--- src/rtl/i2c_master_ctrl.sv ---
// I2C master sequencer: walks one transaction through start, address,
// data, ACK slots, repeated start, single-byte read and stop.
module i2c_master_ctrl #(
  parameter int DATA_WIDTH = 9,
  parameter int CNT_W      = $clog2(DATA_WIDTH+1)
) (
  input  logic             clk,
  input  logic             rst,
  input  logic             req,
  input  logic             rw,
  input  logic [CNT_W-1:0] nbytes,
  input  logic             scl,
  input  logic             p_edge,
  input  logic             n_edge,
  input  logic             ack_o,
  output logic             start_bit,
  output logic             stop_bit,
  output logic             send_addr,
  output logic             send_data,
  output logic             read_ack,
  output logic             send_ack,
  output logic             read_data,
  output logic [1:0]       repeated_start,
  output logic             ack_i,
  output logic             busy,
  output logic             done,
  output logic             nack
);

  typedef enum logic [3:0] {
    S_IDLE, S_START, S_STRT, S_HOLD,
    S_ADDR, S_DATA, S_ACK, S_RS1,
    S_RS2, S_RDATA, S_RNACK, S_STOP,
    S_DONE
  } state_t;

  localparam logic [CNT_W-1:0] MAX_B = CNT_W'(DATA_WIDTH);
  localparam logic [CNT_W-1:0] ONE_B = CNT_W'(1);

  state_t           state;
  state_t           state_n;
  logic [3:0]       bit_cnt;
  logic [CNT_W-1:0] byte_cnt;
  logic [CNT_W-1:0] nb_eff;
  logic             rw_q;
  logic             rd_addr;
  logic             p_d;
  logic             bit_last;
  logic             more;

  assign bit_last = (bit_cnt == 4'd8);
  assign more     = (byte_cnt != '0);

  // Clamp the requested write length into 1..DATA_WIDTH
  always_comb begin
    nb_eff = nbytes;
    if (nbytes == '0)
      nb_eff = ONE_B;
    else if (nbytes > MAX_B)
      nb_eff = MAX_B;
  end

  // State register
  always_ff @(posedge clk or negedge rst) begin
    if (!rst)
      state <= S_IDLE;
    else
      state <= state_n;
  end

  // Next-state decode driven by SCL edge pulses
  always_comb begin
    state_n = state;
    unique case (state)
      S_IDLE:  if (req) state_n = S_START;
      S_START: if (p_edge) state_n = S_STRT;
      S_STRT:  state_n = scl ? S_HOLD : S_START;
      S_HOLD:  if (n_edge) state_n = S_ADDR;
      S_ADDR:  if (n_edge && bit_last) state_n = S_ACK;
      S_DATA:  if (n_edge && bit_last) state_n = S_ACK;
      S_ACK: begin
        if (n_edge) begin
          if (nack)
            state_n = S_STOP;
          else if (rd_addr)
            state_n = S_RDATA;
          else if (more)
            state_n = S_DATA;
          else if (rw_q)
            state_n = S_RS1;
          else
            state_n = S_STOP;
        end
      end
      S_RS1:   if (p_edge) state_n = S_RS2;
      S_RS2:   state_n = S_HOLD;
      S_RDATA: if (p_edge && bit_cnt == 4'd7) state_n = S_RNACK;
      S_RNACK: if (n_edge && bit_cnt != 4'd0) state_n = S_STOP;
      S_STOP:  if (p_edge) state_n = S_DONE;
      S_DONE:  state_n = S_IDLE;
      default: state_n = S_IDLE;
    endcase
  end

  // Datapath strobes decoded from state, bit counter and edge pulse
  always_comb begin
    start_bit      = 1'b0;
    stop_bit       = 1'b0;
    send_addr      = 1'b0;
    send_data      = 1'b0;
    read_ack       = 1'b0;
    send_ack       = 1'b0;
    read_data      = 1'b0;
    repeated_start = 2'b00;
    ack_i          = 1'b1;
    unique case (state)
      S_STRT:  start_bit = scl;
      S_HOLD:  send_addr = 1'b1;
      S_ADDR: begin
        send_addr = !bit_last;
        send_ack  = bit_last;
      end
      S_DATA: begin
        send_data = !bit_last;
        send_ack  = bit_last;
      end
      S_ACK: begin
        if (!n_edge) begin
          read_ack = 1'b1;
        end else if (nack) begin
          send_ack = 1'b1;
          ack_i    = 1'b0;
        end else if (rd_addr) begin
          send_ack = 1'b1;
        end else if (more) begin
          send_data = 1'b1;
        end else if (rw_q) begin
          send_ack = 1'b1;
        end else begin
          send_ack = 1'b1;
          ack_i    = 1'b0;
        end
      end
      S_RS1:   repeated_start = 2'b01;
      S_RS2:   repeated_start = 2'b11;
      S_RDATA: read_data = 1'b1;
      S_RNACK: begin
        send_ack = 1'b1;
        ack_i    = (bit_cnt == 4'd0);
      end
      S_STOP:  stop_bit = 1'b1;
      default: ;
    endcase
  end

  // Counters, latched request and status flags
  always_ff @(posedge clk or negedge rst) begin
    if (!rst) begin
      bit_cnt  <= 4'd0;
      byte_cnt <= '0;
      rw_q     <= 1'b0;
      rd_addr  <= 1'b0;
      p_d      <= 1'b0;
      busy     <= 1'b0;
      done     <= 1'b0;
      nack     <= 1'b0;
    end else begin
      p_d  <= p_edge;
      done <= 1'b0;
      if (state == S_IDLE && req) begin
        rw_q     <= rw;
        byte_cnt <= rw ? ONE_B : nb_eff;
        rd_addr  <= 1'b0;
        bit_cnt  <= 4'd0;
        busy     <= 1'b1;
        nack     <= 1'b0;
      end
      if (state == S_HOLD && n_edge)
        bit_cnt <= 4'd1;
      if ((state == S_ADDR || state == S_DATA) && n_edge)
        bit_cnt <= bit_last ? 4'd0 : bit_cnt + 4'd1;
      if (state == S_ACK) begin
        if (p_d)
          nack <= ack_o;
        if (n_edge && state_n == S_DATA) begin
          bit_cnt  <= 4'd1;
          byte_cnt <= byte_cnt - ONE_B;
        end
      end
      if (state == S_RS2)
        rd_addr <= 1'b1;
      if (state == S_RDATA && p_edge)
        bit_cnt <= (bit_cnt == 4'd7) ? 4'd0 : bit_cnt + 4'd1;
      if (state == S_RNACK && n_edge)
        bit_cnt <= 4'd1;
      if (state == S_DONE) begin
        busy <= 1'b0;
        done <= 1'b1;
      end
    end
  end

endmodule

--- config.mk ---
export PLATFORM = sky130hd
export DESIGN_NAME = i2c_master_ctrl
export DESIGN_NICKNAME = d
export VERILOG_FILES = /design/src/rtl/i2c_master_ctrl.sv
export SDC_FILE = /design/constraint.sdc
export NUM_CORES = 1
export LEC_CHECK = 0
export BUFFER_PORTS_ARGS = -buffer_cell sky130_fd_sc_hd__buf_4
export CORE_UTILIZATION = 40
export DETAILED_ROUTE_END_ITERATION = 6
export PLACE_DENSITY_LB_ADDON = 0.12
export SKIP_LAST_GASP = 1
export SLEW_MARGIN = 10
export SYNTH_ARGS = -nofsm -noshare
export SYNTH_HDL_FRONTEND = slang
export SYNTH_SLANG_ARGS = --single-unit
--- constraint.sdc ---
create_clock -name clk -period 3.3 [get_ports clk]
set_input_delay 0.495 -clock clk [delete_from_list [all_inputs] [get_ports clk]]
set_output_delay 0.495 -clock clk [all_outputs]
set_load 0.01 [all_outputs]
# After elaboration in Yosys (flattened, before gate mapping)
# Index checks and enable logic that the tools add are counted.
[totals]
reg_bits = 18
latch_bits = 0
ram_bits = 0
mem_bits_ro = 0
inputBits = 12
out_inout_bits = 13
elab_cells = 107
mem_count = 0
[op_classes]
addsub = 2
mul = 0
n_div = 0
magnitude_cmp = 1
eq_ne = 15
shifts = 0
muxes = 61
n_bitwise = 0
n_reduce_logical = 19
[op_table]
columns = ["operator", "n"]
rows = [
  ["4-bit two-way mux", 28],
  ["4-bit case mux with 11 select lines", 1],
  ["1-bit two-way mux", 26],
  ["4-bit by 3-bit == test with 1-bit output (second input constant)", 6],
  ["4-bit == test (second input constant)", 6],
  ["4-bit logical NOT", 3],
  ["1-bit logical AND", 9],
  ["4-bit by 2-bit == test with 1-bit output (second input constant)", 2],
  ["4-bit nonzero test", 2],
  ["1-bit case mux with 2 select lines", 3],
  ["4-bit by 1-bit adder with 4-bit output (second input constant)", 1],
  ["4-bit by 1-bit == test with 1-bit output (second input constant)", 1],
  ["4-bit greater-than comparator (second input constant)", 1],
  ["2-bit case mux with 2 select lines", 1],
  ["2-bit nonzero test", 2],
  ["4-bit by 1-bit subtractor with 4-bit output (second input constant)", 1],
  ["1-bit case mux with 3 select lines", 1],
  ["2-bit two-way mux", 1],
  ["2-bit OR reduction", 1],
  ["1-bit logical NOT", 1],
  ["1-bit logical OR", 1],
]

# Longest topological paths before layout
[logic_depth]
ltp_word = 12
ltp_mapped = 6
depth_no_buf = 6

# Worst setup path before layout
# Ideal clock, no wire load.
[synth_path]
path_kind = "reg-to-output"
start = "register byte_cnt[0]"
end = "output port ack_i"
arrival_time_ps = 1401
t_required_ps = 2805
setup_slack_ps = 1404
path_stages_with_launch = 7
n_path_buf = 0
cell_sequence = "dfrtp_1 -> inv_1 -> ha_1 -> or4b_1 -> nor2_1 -> o2111a_1 -> o21ai_1"
[synth_between]
elab_chain_len = 6
[synth_rtl]
columns = ["element", "line_no", "source"]
rows = [
  ["start: declaration", "43", "logic [CNT_W-1:0] byte_cnt;"],
  ["start signal: assignment", "172", "byte_cnt <= rw ? ONE_B : nb_eff;"],
  ["start signal: assignment", "187", "byte_cnt <= byte_cnt - ONE_B;"],
  ["4-bit nonzero test", "52", "assign more = (byte_cnt != '0);"],
  ["1-bit two-way mux", "135", "end else if (more) begin"],
  ["1-bit two-way mux", "133", "end else if (rd_addr) begin"],
  ["1-bit two-way mux", "130", "end else if (nack) begin"],
  ["1-bit two-way mux", "128", "if (!n_edge) begin"],
  ["1-bit case mux with 2 select lines", "116", "unique case (state)"],
  ["end: declaration", "24", "output logic ack_i,"],
]
# No other way between the ends.

# Worst setup path after layout
[layout_path]
start = "register state[2]"
end = "output port send_data"
[layout_between]
elab_chain_len = 2
word_cells_on_any_way = 3
classes_between = "eq/ne: 2; mux: 1"
[layout_rtl]
columns = ["element", "line_no", "source"]
rows = [
  ["start: declaration", "40", "state_t state;"],
  ["start signal: assignment", "68", "state <= state_n;"],
  ["4-bit by 3-bit == test with 1-bit output", "116", ""],
  ["1-bit case mux with 2 select lines (*)", "116", ""],
  ["end: declaration", "19", "output logic send_data,"],
]
# Every way passes the cells marked *; elsewhere a longest branch is shown, timed or not.

==> results.md <==
| Result | Value | Unit |
|---|---|---|
| Post-synthesis cell area | 1440 | um2 |
| Status | completed | - |
| Global-route wire length before repair | 5800 | um |
| CP max stage delay | 0.70 | ns |
| Layer with the highest usage after global routing | met2 | - |
| Clock tree buffer depth | 2 | - |
| Detailed Route Iter0 Violations | 82 | - |
| Worst endpoint required time | 2.80 | ns |
| Clock root buffer master | clkbuf_4 | - |
| Accumulated negative setup slack | 0 | ns |
| Vertical die dimension | 62.0 | um |
| DRC Markers | 0 | - |
| CP bufs+invs | 1 | - |
| Yosys warnings | 0 | - |
| Skew-Pair Late Insertion Delay | 0.30 | ns |
| Largest area contributor in the netlist | dfrtp_1 | - |
| Flip-flop and latch count after synthesis | 18 | - |
| CP Cell Sequence | and4bb_1, nand4b_1, o31ai_1, buf_4 | - |
| Initial cell density of the core | 42.5 | % |
| Clk_skew | 0.00946 | ns |
| Layout cells sized above 1 | 18.5 | % |
| Share of flip-flops with an asynchronous set or reset after synthesis | 100 | % |
| Nature of the critical path endpoint | primary output | - |
| Most frequent cell after synthesis | dfrtp_1 | - |
| Area of the die | 3840 | um2 |
| Ant. Diodes | 0 | - |
| Cell with the biggest individual delay on the critical path | dfrtp_1 | - |
| Top delay family on crit path | simple AND/OR/NAND/NOR gates | - |
| Type of the worst setup path | flip-flop to primary output | - |
| Maximum vdd drop | 0.350 | mV |
| Number of failing hold endpoints at the final stage | 0 | - |
| Met1 capacity usage during global routing | 28.9 | % |
| Drt first pass iters | 4 | - |
| Critical path data arrival time | 2.25 | ns |
| Drt wl/cell | 15.5 | um |
| Final cycle utilization of the critical path | 83.1 | % |
| Met3 usage in global routing | 2.69 | % |
| Count of max-cap constraint violations | 0 | - |
| Vias per std cell | 5.80 | - |
| PwrDens | 711 | nW/um2 |
| Average cell area after synthesis | 8.37 | um2 |
| Sequential area share after synthesis | 31.3 | % |
| Clock tree from TritonCTS | built | - |
| Synthesized instance count | 172 | - |
| Area share of the largest cell type after synthesis | 31.3 | % |
| Total length of routed wires | 3650 | um |
| Port bufs | 24 | - |
| Aggregate global routing overflow | 0 | - |
| Count of unique library cells instantiated by Yosys | 63 | - |
| Standby leakage power | 0.743 | nW |
| Leading cell types by count after synthesis | dfrtp_1 (18), nor2_1 (16), nand2_1 (11) | - |
| Sum of internal, switching and leakage power | 1.18 | mW |
| Worst R2R Path Depth | 4 | - |
| Routability Congestion | 0.873 | - |
| Leading register cell type out of synthesis | dfrtp_1 | - |
| Number of sinks handled by clock tree synthesis | 18 | - |
| Overall global routing resource usage | 21.1 | % |
| Number of buffers inserted during clock tree synthesis | 3 | - |
| Net Count, Synth | 188 | - |
| Largest cells by area after synthesis | dfrtp_1 (31%), nor2_1 (4.2%), ha_1 (3.5%), a21oi_1 (3.1%), nand2_1 (2.9%) | - |
| Post-route core utilization | 48.9 | % |
| Number of setup buffers added after CTS | 0 | - |
| Min-Delay Path Class | primary input to asynchronous set/reset pin | - |
| Maximum number of pins on one net before global-route repair | 20 | - |
| Width of the chip | 62.0 | um |
| Half-perimeter wire length after detailed placement | 2780 | um |
| H-tree levels | 1 | - |
| Final setup viols | 0 | - |
| Timing-limited maximum frequency | 364 | MHz |
| Clock-pin slew on the worst setup and hold paths | 0.12 | ns |
| Total Nets Final | 206 | - |
| Number of buffers added to fix hold violations after cts | 0 | - |
| Period minus WS final | 2.74 | ns |
| Final hold slack | 0.0355 | ns |
| Number of flops mapped to enable cells by yosys | 0 | - |
| Endpoint of the most critical register-to-register path | byte_cnt[2] | - |
| Number of rows created at floorplan | 21 | - |
| Number of nets with antenna violations after detailed routing | 0 | - |
| Via count of the first global-routing pass | 1204 | - |
| Area Growth Syn to Fin | 15.2 | % |
| Post-cts gate resize count | 0 | - |
| Max-Slew Margin vs Limit | 64.3 | % |
| Unrepaired setup endpoints after global routing | no | - |
| Critical-path maximum fanout | 19 | - |
| Max-slew violations | 0 | - |
| Via count | 1363 | - |
| Number of antenna violations at the first check in global routing | 0 | - |
| Flop-to-flop setup slack | 1.14 | ns |
| CORE AREA | 3390 | um2 |
| Met2 Usage GRT | 34.2 | % |
| Worst r2r src | state[2] | - |
| Slew @ Worst Pin | 0.535 | ns |
| Category of the worst setup path launch point | flip-flop | - |
| Top-level I/O count | 25 | - |
worst max-delay path by stage:
stage	endpoint	cells past startpoint	slack, ns	from
after floorplan	ack_i	6	1.40	byte_cnt[0]
final	send_data	4	0.56	state[2]
after global placement	send_data	4	0.99	state[2]
after CTS	send_data	4	0.55	state[2]
after global routing	send_data	4	0.39	state[2]
after detailed placement	send_data	4	0.91	state[2]
cell usage in the layout (no fill, tap or decap), drive strengths merged, types with 5 or more instances in the layout:
master,synthesis,final
nand2,11,11
inv,9,9
nor3,6,6
o21ai,13,13
a21oi,9,9
dfrtp,18,18
nor2,16,16
buf,6,24
and3,5,5
area by class of cell:
class | instances | area (um2)
Inverter | 9 | 33.8
Multi-Input combinational cell | 134 | 900
Timing Repair Buffer | 24 | 180
Fill cell | 324 | 1730
Clock buffer | 4 | 36.3
Sequential cell | 18 | 450
Tap cell | 46 | 57.6
per-stage QoR:
| stage | cells | setup slack [ns] | instance area, um2 |
|---|---|---|---|
| finish | 235 | 0.556 | 1660 |
| global route | 235 | 0.391 | 1660 |
| CTS | 235 | 0.554 | 1660 |
| detailed placement | 231 | 0.914 | 1620 |
| global placement | 231 | 0.993 | 1620 |
| floorplan | 172 | 1.40 | 1440 |
logic make-up (layout without fill, tap and decap cells):
family	count (synthesis)	after routing	synth area share [%]
multiplexers	4	4	2.96
AND/OR/NAND/NOR	72	72	29.7
AO/OA/AOI/OAI	51	51	24.6
buffers and inverters	20	37	6.17
XOR/XNOR	3	3	1.83
flip-flops	18	18	31.3
adder cells (fa/ha/maj)	4	4	3.48
power breakdown:
| group | total, mW | internal [mW] | switching [mW] |
|---|---|---|---|
| Clock | 0.144 | 0.0672 | 0.0766 |
| Sequential | 0.438 | 0.301 | 0.137 |
| Combinational | 0.597 | 0.293 | 0.304 |
| Total | 1.18 | 0.661 | 0.518 |
state kept, by name, summed over array words and instances (netlist names):
| signal | count |
|---|---|
| rd_addr | 1 |
| byte_cnt | 4 |
| rw_q | 1 |
| nack | 1 |
| done | 1 |
| bit_cnt | 4 |
| busy | 1 |
| state | 4 |
| p_d | 1 |
metal layers:
layer  up-vias  routed length (um)  part of all wire (%)
met5         -                   0                     0
met4         0                  19                  0.52
met3         2                 162                   4.4
met2        38                1670                    46
met1       652                1790                    49
li1        671                   -                     -
(Power assumes the default switching activity.)
